[src/rtl/acc_seq_pkg.sv]
`default_nettype none
// ============================================================================
// Module      : acc_seq_pkg
// Description : Shared types and constants for the accumulator sequencer.
//               Provides the FSM state type, the 3-bit instruction modes
//               and the bit positions of the fields in the 9-bit IR.
// Revision    : 1.0 - initial release
// ============================================================================
package acc_seq_pkg;

    // Sequencer states
    typedef enum logic [2:0] {
        ST_IDLE   = 3'd0,
        ST_FETCH  = 3'd1,
        ST_DECODE = 3'd2,
        ST_EXEC   = 3'd3,
        ST_MEM    = 3'd4,
        ST_WB     = 3'd5,
        ST_HALTED = 3'd6
    } state_t;

    // Instruction modes (ir[8:6])
    localparam logic [2:0] MODE_HALT  = 3'b000;
    localparam logic [2:0] MODE_ALU   = 3'b001;
    localparam logic [2:0] MODE_UNARY = 3'b010;
    localparam logic [2:0] MODE_EQ    = 3'b011;
    localparam logic [2:0] MODE_JMP   = 3'b100;
    localparam logic [2:0] MODE_ST    = 3'b101;
    localparam logic [2:0] MODE_LD    = 3'b110;
    localparam logic [2:0] MODE_LWR   = 3'b111;

    // IR layout: mode = ir[8:6], fa = ir[5:3], fb = ir[2:0]
    localparam int IR_W        = 9;
    localparam int FIELD_W     = 3;
    localparam int IR_MODE_LSB = 6;
    localparam int IR_FA_LSB   = 3;
    localparam int IR_FB_LSB   = 0;

endpackage
`default_nettype wire

[src/rtl/acc_seq_decode.sv]
`default_nettype none
// ============================================================================
// Module      : acc_seq_decode
// Description : Combinational instruction decoder. Maps the mode field of the
//               instruction register to the state following DECODE and to a
//               one-hot mode vector used by the sequencer.
// Ports       : i_mode       - mode field of the IR
//               o_next_state - state to enter after DECODE
//               o_mode_oh    - one-hot of i_mode (bit n set for mode n)
// Revision    : 1.0 - initial release
// ============================================================================
module acc_seq_decode
    import acc_seq_pkg::*;
(
    input  logic [FIELD_W-1:0] i_mode,
    output state_t             o_next_state,
    output logic [7:0]         o_mode_oh
);

    always_comb begin
        o_mode_oh    = 8'b0000_0001 << i_mode;
        o_next_state = ST_IDLE;
        case (i_mode)
            MODE_HALT:                               o_next_state = ST_HALTED;
            MODE_ALU, MODE_UNARY, MODE_EQ, MODE_JMP: o_next_state = ST_EXEC;
            MODE_ST, MODE_LD:                        o_next_state = ST_MEM;
            MODE_LWR:                                o_next_state = ST_WB;
            default:                                 o_next_state = ST_IDLE;
        endcase
    end

endmodule
`default_nettype wire

[src/rtl/acc_sequencer.sv]
`default_nettype none
// ============================================================================
// Module      : acc_sequencer
// Description : Multi-cycle control sequencer for the 8-bit accumulator
//               datapath. Fetches 9-bit instructions, decodes them, sequences
//               data-memory accesses and drives the regfile/ALU controls.
//               Owns the PC, the EQ flag and a saturating retire counter.
// Ports       : clk, reset            - clock, async active-high reset
//               start                 - begin execution at PC 0 (idle/halted)
//               imem_req/addr/ack/rdata - instruction fetch handshake
//               dmem_req/we/ack       - data access handshake
//               alu_zero              - ALU zero flag, sampled by EQ
//               jmp_target            - jump destination from the datapath
//               wen/acc_ctl/ra1/ra2   - regfile controls
//               busy/halted           - status
//               retired               - saturating retired-instruction count
// Revision    : 1.0 - initial release
// ============================================================================
module acc_sequencer
    import acc_seq_pkg::*;
#(
    parameter int PC_W  = 8,
    parameter int CNT_W = 16
) (
    input  logic             clk,
    input  logic             reset,
    input  logic             start,
    output logic             imem_req,
    output logic [PC_W-1:0]  imem_addr,
    input  logic             imem_ack,
    input  logic [IR_W-1:0]  imem_rdata,
    output logic             dmem_req,
    output logic             dmem_we,
    input  logic             dmem_ack,
    input  logic             alu_zero,
    input  logic [PC_W-1:0]  jmp_target,
    output logic             wen,
    output logic [2:0]       acc_ctl,
    output logic [2:0]       ra1,
    output logic [2:0]       ra2,
    output logic             busy,
    output logic             halted,
    output logic [CNT_W-1:0] retired
);

    localparam logic [PC_W-1:0]  c_PC_ONE  = PC_W'(1);
    localparam logic [CNT_W-1:0] c_CNT_ONE = CNT_W'(1);
    localparam logic [CNT_W-1:0] c_CNT_MAX = {CNT_W{1'b1}};

    state_t             r_state;
    state_t             w_next_state;
    state_t             w_dec_next;
    logic [PC_W-1:0]    r_pc;
    logic [IR_W-1:0]    r_ir;
    logic               r_eq;
    logic [CNT_W-1:0]   r_retired;

    logic [FIELD_W-1:0] w_mode;
    logic [FIELD_W-1:0] w_fa;
    logic [FIELD_W-1:0] w_fb;
    logic [7:0]         w_mode_oh;
    logic               w_start_ok;
    logic               w_jmp_taken;
    logic               w_retire;
    logic               w_wb_mode;

    assign w_mode = r_ir[IR_MODE_LSB +: FIELD_W];
    assign w_fa   = r_ir[IR_FA_LSB   +: FIELD_W];
    assign w_fb   = r_ir[IR_FB_LSB   +: FIELD_W];

    acc_seq_decode u_decode (
        .i_mode       (w_mode),
        .o_next_state (w_dec_next),
        .o_mode_oh    (w_mode_oh)
    );

    assign w_start_ok  = start && ((r_state == ST_IDLE) || (r_state == ST_HALTED));
    assign w_jmp_taken = (r_state == ST_EXEC) && w_mode_oh[MODE_JMP] && r_eq;
    // Modes that finish with a register-file write
    assign w_wb_mode   = w_mode_oh[MODE_ALU] | w_mode_oh[MODE_UNARY] |
                         w_mode_oh[MODE_LD]  | w_mode_oh[MODE_LWR];

    // ------------------------------------------------------------------------
    // FSM: state register
    // ------------------------------------------------------------------------
    always_ff @(posedge clk or posedge reset) begin
        if (reset) begin
            r_state <= ST_IDLE;
        end else begin
            r_state <= w_next_state;
        end
    end

    // ------------------------------------------------------------------------
    // FSM: next-state logic
    // ------------------------------------------------------------------------
    always_comb begin
        w_next_state = r_state;
        case (r_state)
            ST_IDLE, ST_HALTED: begin
                if (start) w_next_state = ST_FETCH;
            end
            ST_FETCH: begin
                if (imem_ack) w_next_state = ST_DECODE;
            end
            ST_DECODE: begin
                w_next_state = w_dec_next;
            end
            ST_EXEC: begin
                // Only ALU/UNARY continue to write-back; EQ and JMP retire here
                w_next_state = (w_mode_oh[MODE_ALU] | w_mode_oh[MODE_UNARY]) ? ST_WB : ST_FETCH;
            end
            ST_MEM: begin
                if (dmem_ack) w_next_state = w_mode_oh[MODE_LD] ? ST_WB : ST_FETCH;
            end
            ST_WB: begin
                w_next_state = ST_FETCH;
            end
            default: begin
                w_next_state = ST_IDLE;
            end
        endcase
    end

    // ------------------------------------------------------------------------
    // FSM: Moore outputs
    // ------------------------------------------------------------------------
    always_comb begin
        imem_req = 1'b0;
        dmem_req = 1'b0;
        dmem_we  = 1'b0;
        wen      = 1'b0;
        acc_ctl  = 3'b000;
        ra1      = 3'b000;
        ra2      = 3'b000;
        busy     = 1'b1;
        halted   = 1'b0;
        case (r_state)
            ST_IDLE: begin
                busy = 1'b0;
            end
            ST_HALTED: begin
                busy   = 1'b0;
                halted = 1'b1;
            end
            ST_FETCH: begin
                imem_req = 1'b1;
            end
            ST_DECODE, ST_EXEC: begin
                acc_ctl = w_mode;
                ra1     = w_fa;
                ra2     = w_fb;
            end
            ST_MEM: begin
                dmem_req = 1'b1;
                dmem_we  = w_mode_oh[MODE_ST];
                acc_ctl  = w_mode;
                ra1      = w_fa;
                ra2      = w_fb;
            end
            ST_WB: begin
                wen     = w_wb_mode;
                acc_ctl = w_mode;
                ra1     = w_fa;
                ra2     = w_fb;
            end
            default: begin
                busy = 1'b0;
            end
        endcase
    end

    // Completion point of each instruction class
    always_comb begin
        w_retire = 1'b0;
        case (r_state)
            ST_DECODE: w_retire = w_mode_oh[MODE_HALT];
            ST_EXEC:   w_retire = w_mode_oh[MODE_EQ] | w_mode_oh[MODE_JMP];
            ST_MEM:    w_retire = dmem_ack & w_mode_oh[MODE_ST];
            ST_WB:     w_retire = 1'b1;
            default:   w_retire = 1'b0;
        endcase
    end

    // ------------------------------------------------------------------------
    // PC, IR, EQ flag and retire counter
    // ------------------------------------------------------------------------
    always_ff @(posedge clk or posedge reset) begin
        if (reset) begin
            r_pc      <= '0;
            r_ir      <= '0;
            r_eq      <= 1'b0;
            r_retired <= '0;
        end else begin
            // start restarts from 0 but deliberately keeps EQ and the counter
            if (w_start_ok) begin
                r_pc <= '0;
            end else if ((r_state == ST_FETCH) && imem_ack) begin
                r_pc <= r_pc + c_PC_ONE;
                r_ir <= imem_rdata;
            end else if (w_jmp_taken) begin
                r_pc <= jmp_target;
            end

            // A taken jump consumes the flag
            if ((r_state == ST_EXEC) && w_mode_oh[MODE_EQ]) begin
                r_eq <= alu_zero;
            end else if (w_jmp_taken) begin
                r_eq <= 1'b0;
            end

            if (w_retire && (r_retired != c_CNT_MAX)) begin
                r_retired <= r_retired + c_CNT_ONE;
            end
        end
    end

    assign imem_addr = r_pc;
    assign retired   = r_retired;

endmodule
`default_nettype wire

[config.mk]
export PLATFORM = sky130hd
export DESIGN_NAME = acc_sequencer
export DESIGN_NICKNAME = d
export VERILOG_FILES = /design/src/rtl/acc_seq_pkg.sv /design/src/rtl/acc_seq_decode.sv /design/src/rtl/acc_sequencer.sv
export SDC_FILE = /design/constraint.sdc
export NUM_CORES = 1
export LEC_CHECK = 0
export CAP_MARGIN = 10
export CORE_AREA = 8 8 77 79
export DETAILED_ROUTE_END_ITERATION = 8
export DIE_AREA = 0 0 85 87
export MAX_ROUTING_LAYER = met4
export PLACE_DENSITY = 0.77
export RECOVER_POWER = 50
export SLEW_MARGIN = 30
export SYNTH_ARGS = -nofsm -noshare
export SYNTH_HDL_FRONTEND = slang
export SYNTH_SLANG_ARGS = --single-unit
[constraint.sdc]
create_clock -name clk -period 2.5 [get_ports clk]
set_input_delay 0.25 -clock clk [delete_from_list [all_inputs] [get_ports clk]]
set_output_delay 0.25 -clock clk [all_outputs]
set_load 0.005 [all_outputs]
After elaboration in Yosys (flattened, before gate mapping)

Memory sizes are Yosys's and may differ from the RTL's.
Index checks and enable logic that the tools add are counted.
Widths: inputs -> output; s select.

Add/sub/neg operators: 2
Equality and inequality tests: 10
Shift operators: 1
Multiplexer cells: 21
Bitwise gates (word level): 6
Reductions and logical operators: 15

Operators with widths:

| cell                  | count |
|---|---|
| $mux 3                | 8 |
| $mux 8                | 3 |
| $pmux 3 s6            | 1 |
| $add 16x1->16 const B | 1 |
| $ne 16x16->1 const B  | 1 |
| $eq 3x3->1 const B    | 3 |
| $add 8x1->8 const B   | 1 |
| $mux 1                | 8 |
| $shl 1x3->8 const A   | 1 |
| $eq 3x2->1 const B    | 2 |
| $logic_and 1x1->1     | 6 |
| $ne 2x2->1 const B    | 3 |
| $reduce_or 5->1       | 1 |
| $or 1x1->1            | 4 |
| $pmux 1 s4            | 1 |
| $reduce_or 4->1       | 1 |
| $eq 3x1->1 const B    | 1 |
| $logic_not 3->1       | 1 |
| $reduce_and 3->1      | 1 |
| $reduce_bool 3->1     | 1 |
| $reduce_and 2->1      | 1 |
| $reduce_bool 2->1     | 1 |
| $reduce_or 2->1       | 1 |
| $and 1x1->1           | 1 |
| 2 further kinds       | 2 |

Register bits: 37
ROM bits: 24
Output and inout bits: 39
Word-level logic and storage cells: 61
Memories kept: 1

Memories:

| name            | depth | bits a word | read ports | clocked after memory_dff | wr ports | line                 | text |
|---|---|---|---|---|---|---|---|
| (no name shown) | 8     | 3           | 1          | 0                        | 0        | acc_seq_decode.sv:23 | `case (i_mode)` |

Longest topological paths before layout

Gate-level depths: netlist (run 1).

Depth after elaboration: 6
Gate-level depth with buffers: 7

Hierarchy

A second synthesis (run 1) with hierarchy kept.

Cell total of the unflattened synthesis: 248
Area total of the unflattened synthesis: 2227.1 um^2

By module, submodules not included:

| module         | instances | cells an instance | area an instance (um^2) | seq. area each (um^2) |
|---|---|---|---|---|
| acc_sequencer  | 1         | 228               | 2073.2                  | 925.9 |
| acc_seq_decode | 1         | 20                | 153.9                   | 0.0 |

Least setup slack after synthesis (run 1)

OpenSTA, ideal clock, no wires.

Path kind: register -> register
From: register r_ir[6]
To: register r_retired[1], in the netlist retired[1]
Library setup time: 128 ps
Arrival time: 1663 ps
Required time: 2372 ps
Setup slack: 709 ps
Stages on the path, launching flop included: 7
Path buffers: 0
Period minus slack after synthesis: 1791 ps
Cells stage by stage: dfrtp_1 inv_1 ha_1 nand2b_1 o32ai_4 a2bb2oi_4 mux2_1

Longest elaborated chain between the ends: 4

RTL lines:

| what                                             | line                                       | text |
|---|---|---|
| start: declaration                               | acc_sequencer.sv:54                        | `logic [IR_W-1:0] r_ir;` |
| start signal: assignment                         | acc_sequencer.sv:200                       | `r_ir <= imem_rdata;` |
| $shl 1x3->8 (*)                                  | acc_seq_decode.sv:21                       | `o_mode_oh = 8'b0000_0001 << i_mode;` |
| $and 1x1->1 / $or 1x1->1 (equally long branches) | acc_sequencer.sv:179, acc_sequencer.sv:178 |  |
| $pmux 1 s4 (*)                                   | acc_sequencer.sv:176                       | `case (r_state)` |
| $logic_and 1x1->1 (*)                            | acc_sequencer.sv:212                       | `if (w_retire && (r_retired != c_CNT_MAX)) begin` |
| end signal: assignment                           | acc_sequencer.sv:213                       | `r_retired <= r_retired + c_CNT_ONE;` |
| end: declaration                                 | acc_sequencer.sv:56                        | `logic [CNT_W-1:0] r_retired;` |

Every way passes the cells marked *; elsewhere a longest branch is shown, timed or not.
A chain may end at the register's enable or synchronous reset.

Final worst setup path (run 1)

From: register r_state[1]
To: output dmem_we

Longest elaborated chain between the ends: 2

RTL lines:

| what                     | line                 | text |
|---|---|---|
| start: declaration       | acc_sequencer.sv:50  | `state_t r_state;` |
| start signal: assignment | acc_sequencer.sv:90  | `r_state <= w_next_state;` |
| $eq 3x3->1               | acc_sequencer.sv:138 | `case (r_state)` |
| $mux 1                   | acc_sequencer.sv:138 |  |
| end: declaration         | acc_sequencer.sv:33  | `output logic dmem_we,` |

No other way between the ends.

==> metrics, run 1 <==
status finished clean; final worst slack 0.228 ns; Avg Inst Size Synth 9.17 µm²; Clock transition at path regs 0.08 ns; Pwr Density 955 mW/mm²; critical path's largest stage delay 0.55 ns; Slew HR 39.2%; Slowest cell on crit path dfrtp_1; Max clock buf depth 2; gr busiest metal met2; asr flop ratio synth 100%; Post-Syn Nets 263; CTS sink cnt 37; number of global-route vias before repair 1826; crit path kind flop to output pin; First-pass DRT Iterations 4; FILL cells 418; Buf+Inv Stages, Crit Path 1; Detail Placement HPWL 3890 µm; Yosys warning count 0; most frequent cell after synthesis nand2_1; fraction of the yosys area taken by sequential cells 43.4%; RSZ-0062 raised after global routing no; routed length per placed instance 14.7 µm; worst-margin pin slew 0.912 ns; DIE WIDTH 85 µm; DR iter-0 viols 155; Die H 87 µm; final hold viol count 0; Min-Delay Path Class flop to flop; post-CTS setup buffer count 0; pre-CTS setup slack 0.417 ns; Core Region 0.00485 mm²; Via density 5.25; top cells by area, synth dfrtp_1, nand2_1, ha_1, xor2_1, and2_1; MaxCap Viol Count 0; Yosys top cell by area dfrtp_1; layout cell share with drive strength beyond 1 6.38%; number of antenna violations at the first check in global routing 0; fmax 440 MHz; Mapped Cells 233; leakage power 1.31 nW; sum of negative setup slack 0 ns; Initial Utilization 44.1%; io pins 62; CTS H-Tree Depth 2; met2 usage 23.2%; most frequent cells after synthesis nand2_1, dfrtp_1, nor2_1; Max FO, Critical Path 13; Layout Skew 0.00572 ns; post-synth cell types 41; clock root buffer clkbuf_8; met3 usage 3.49%; final period utilization 90.9%; Area Overhead vs Synth 35.7%; routed vias 1860; Slew Limit Fails 0; final hold slack 0.472 ns; Finish-stage setup viols 0; Detail Route Antenna Nets 0; total chip power 2.77 mW; Synth Cell Area 0.00214 mm²; crit end category output pin; CTS Buf Count 5; largest net degree at the start of global routing 38; Die Area 0.00740 mm²; DRC 0; critical-path cell list nand2b_1, nor2_1, and3_1, clkdlybuf4s50_1; Rows 26; gpl congestion 0.844; Synth Flop Type dfrtp_1; Worst-Skew Late Latency 0.28 ns; peak supply drop 0.000544 V; data arrival time of the worst path 2.02 ns; global-route wire length before repair 8840 µm; Post-synth EDFFs 0; WL final 5200 µm; register bit total from synthesis 37; met1 GRT Util 18.4%; area share of the largest cell type after synthesis 43.4%; Antenna Cells 0; CP Launch Type flop; nets 327; Min Clock Period, post-route 2.27 ns; delay-heaviest family, CP simple AND/OR/NAND/NOR gates; IO Port Bufs 61; Worst R2R Setup Slack 0.49 ns; Total GRT Usage 15.2%; Required @ worst endpoint 2.25 ns; total gr overflow 0; TritonCTS clock tree done
-- worst paths after layout --
kind	endpoint	cells after the start	from
worst max-delay path	dmem_we	4	r_state[1]
worst min-delay path	r_ir[0]	2	r_ir[0]
worst max register to register	imem_addr[1]	5	r_state[1]
worst min register to register	r_ir[0]	2	r_ir[0]
max in group asynchronous	imem_addr[1]	3	reset
min in group asynchronous	retired[7]	3	reset
-- per-layer routing --
metal	share of wire, %	vias up
met2	49	41
met4	1.5	0
met5	0	-
met3	4.4	6
li1	-	936
met1	46	877
-- flip-flops by register name, summed over array words and instances, names as in the netlist --
signal     count
imem_addr      8
r_ir           9
retired       16
r_state        3
r_eq           1
-- worst register-to-register path: stages, from the launching register on --
cell	delay, ns
dfrtp_1	0.55
nor2_1	0.27
and3_1	0.58
nor3_4	0.16
a222oi_1	0.27
inv_1	0.06
-- layout by cell type (no fill, tap or decap), drive strengths merged, types with 9 or more instances in the layout --
cell type and instances:
nand2 44, xor2 10, clkdlybuf4s50 43, a21oi 9, dlygate4sd3 18, o21ai 12
dfrtp 37, nor2 18, and2 11
-- power breakdown --
| part | switching (mW) | internal (mW) |
|---|---|---|
| clock network | 0.213 | 0.192 |
| logic | 0.631 | 0.699 |
| registers | 0.251 | 0.781 |
-- kinds of logic (layout without fill, tap and decap cells) --
family                   after synthesis  after routing  synth area share (%)
XOR/XNOR                              16             16                  6.56
AND/OR/NAND/NOR                      122            122                  29.6
adder cells (fa/ha/maj)                7              7                  4.10
AO/OA/AOI/OAI                         34             34                  11.9
multiplexers                           4              4                  1.93
flip-flops                            37             37                  43.4
buffers and inverters                 13             78                  2.58
-- layout make-up --
| cell class | instances | area, µm² | area share [%] |
|---|---|---|---|
| clock inverter | 3 | 17.5 | 0.604 |
| clock buffer | 5 | 68.8 | 2.37 |
| timing repair buffer | 64 | 631 | 21.8 |
| tap | 56 | 70.1 | 2.42 |
| inverter | 6 | 22.5 | 0.777 |
| sequential | 37 | 926 | 32.0 |
| multi-input combinational | 183 | 1160 | 40.1 |
-- repair_timing --
item / CTS / global route
gates resized for setup: 0 / 1
endpoints found under the setup margin: 0 / 7
hold buffers: 0 / 0
-- through the flow --
| step | utilization (%) | cells | cell area (µm²) |
|---|---|---|---|
| finish | 59.8 | 354 | 2900 |
| global route | 59.8 | 354 | 2900 |
| CTS | 59.7 | 354 | 2890 |
| detailed placement | 57.9 | 346 | 2810 |
| global placement | 57.9 | 346 | 2810 |
| floorplan | - | 233 | 2140 |
Note: power is estimated with default switching activity, not from simulation.
==> run 2, diff against run 1 <==
==> constraint.sdc (replaced) <==
create_clock -name clk -period 2.5 [get_ports clk]
set_input_delay 0.375 -clock clk [delete_from_list [all_inputs] [get_ports clk]]
set_output_delay 0.375 -clock clk [all_outputs]
set_load 0.005 [all_outputs]
==> run 2 against run 1 <==
Maximum frequency fell by 0.11%; clock skew shrank 0.0012 ns; first-iteration DRC count decreased by 29%; die area stayed put; sequential power hardly changed; critical path type unchanged; highest routed layer unchanged.
==> metrics, run 2 (synthesis gave the netlist of run 1 again) <==
status finished clean; sum of negative setup slack 0 ns; Max FO, Critical Path 5; Max clock buf depth 2; Min Clock Period, post-route 2.27 ns; fmax 440 MHz; RSZ-0062 raised after global routing no; Slowest cell on crit path clkdlybuf4s50_1; Rows 26; CTS Buf Count 5; critical-path cell list inv_1, ha_1, nor2b_1, a211oi_1, nor2_1, clkdlybuf4s50_1; layout cell share with drive strength beyond 1 6.69%; Slew Limit Fails 0; CTS H-Tree Depth 2; DRC 0; crit path kind flop to output pin; CP Launch Type flop; max reg flops 16; global-route wire length before repair 8780 µm; Required @ worst endpoint 2.12 ns; Via density 5.34; io pins 62; First-pass DRT Iterations 4; crit end category output pin; number of antenna violations at the first check in global routing 0; DP Area 0.00281 mm²; clock root buffer clkbuf_8; Core Util, Final 59.7%; total chip power 2.78 mW; final non-filler cell area 0.00289 mm²; most common cell after layout, fill and taps aside nand2_1; Worst-Skew Late Latency 0.29 ns; pre-CTS setup slack 0.298 ns; data arrival time of the worst path 1.90 ns; largest net degree at the start of global routing 38; Clock transition at path regs 0.07 ns; most frequent cells in the layout nand2_1, clkdlybuf4s50_1, dfrtp_1; post-CTS setup buffer count 0; MaxCap Viol Count 0; critical path's largest stage delay 0.52 ns; DIE WIDTH 85 µm; Min-Delay Path Class flop to flop; final worst slack 0.225 ns; DR iter-0 viols 110; peak supply drop 0.000500 V; final period utilization 91.0%; routed length per placed instance 14.9 µm; delay-heaviest family, CP buffers and inverters; Die Area 0.00740 mm²; worst-margin pin slew 0.902 ns; routed vias 1897; Area Overhead vs Synth 35.5%; final hold viol count 0; nets 328; IO Port Bufs 61; number of global-route vias before repair 1848; gpl congestion 0.862; Core Region 0.00485 mm²; leakage power 1.30 nW; Finish-stage setup viols 0; total gr overflow 0; Buf+Inv Stages, Crit Path 2; TritonCTS clock tree done; Initial Utilization 44.1%; Layout Skew 0.00455 ns; Pwr Density 961 mW/mm²; Detail Placement HPWL 4030 µm; Total GRT Usage 15.1%; Die H 87 µm; CTS sink cnt 37; Antenna Cells 0; Slew HR 39.9%; WL final 5270 µm; Detail Route Antenna Nets 0
## run 2: worst min-delay path: stages (launching register included)
cell and delay (ns):
dfrtp_1 0.35, nand2_1 0.05, nand2_1 0.05
## run 2: area by class of cell
class | instances | area (µm²)
clock inverters | 3 | 17.5
well taps | 56 | 70.1
fillers | 418 | 1950
flip-flops and latches | 37 | 927
inverters | 6 | 22.5
repair buffers | 65 | 638
multi-input cells | 183 | 1150
clock buffers | 5 | 68.8
## run 2: per-stage QoR
stage,hold slack (ns),std cells
5_1_grt,0.516,355
3_3_place_gp,0.462,347
2_1_floorplan,0.437,233
4_1_cts,0.483,355
3_5_place_dp,0.458,347
6_report,0.480,355
## run 2: where the power goes
group	switching [mW]	internal (mW)
registers	0.256	0.783
clock network	0.216	0.192
logic	0.634	0.698
## run 2: path summary, 6_finish.rpt
| check | to | start | slack, ns | cells past startpoint |
|---|---|---|---|---|
| worst max-delay path | wen | r_ir[7] | 0.23 | 6 |
| worst min-delay path | r_ir[1] | r_ir[1] | 0.48 | 2 |
| worst max register to register | imem_addr[1] | r_state[0] | 0.50 | 5 |
| worst min register to register | r_ir[1] | r_ir[1] | 0.48 | 2 |
| max in group asynchronous | r_state[2] | reset | 1.09 | 3 |
| min in group asynchronous | retired[15] | reset | 0.79 | 3 |
## run 2: repair_timing
action | CTS | global route
hold buffers | 0 | 0
setup endpoints to repair | 7 | 1
gates resized for setup | 1 | 1
## run 2: metal layers
| layer | share of wire [%] | GRT usage (%) | vias to the layer above |
|---|---|---|---|
| li1 | - | - | 936 |
| met1 | 46 | 17.8 | 919 |
| met2 | 49 | 24.7 | 38 |
| met3 | 4.3 | 3.68 | 4 |
| met4 | 1.3 | 5.34 | 0 |
| met5 | 0 | - | - |
==> run 3, diff against run 2 <==
--- a/config.mk
+++ b/config.mk
@@ -7,6 +7,7 @@
 export LEC_CHECK = 0
 export CAP_MARGIN = 10
 export CORE_AREA = 8 8 77 79
+export CTS_CLUSTER_DIAMETER = 30
 export DETAILED_ROUTE_END_ITERATION = 8
 export DIE_AREA = 0 0 85 87
 export MAX_ROUTING_LAYER = met4
==> results of run 3 <==
The final DEF is identical to that of run 2; final timing and power are the same.
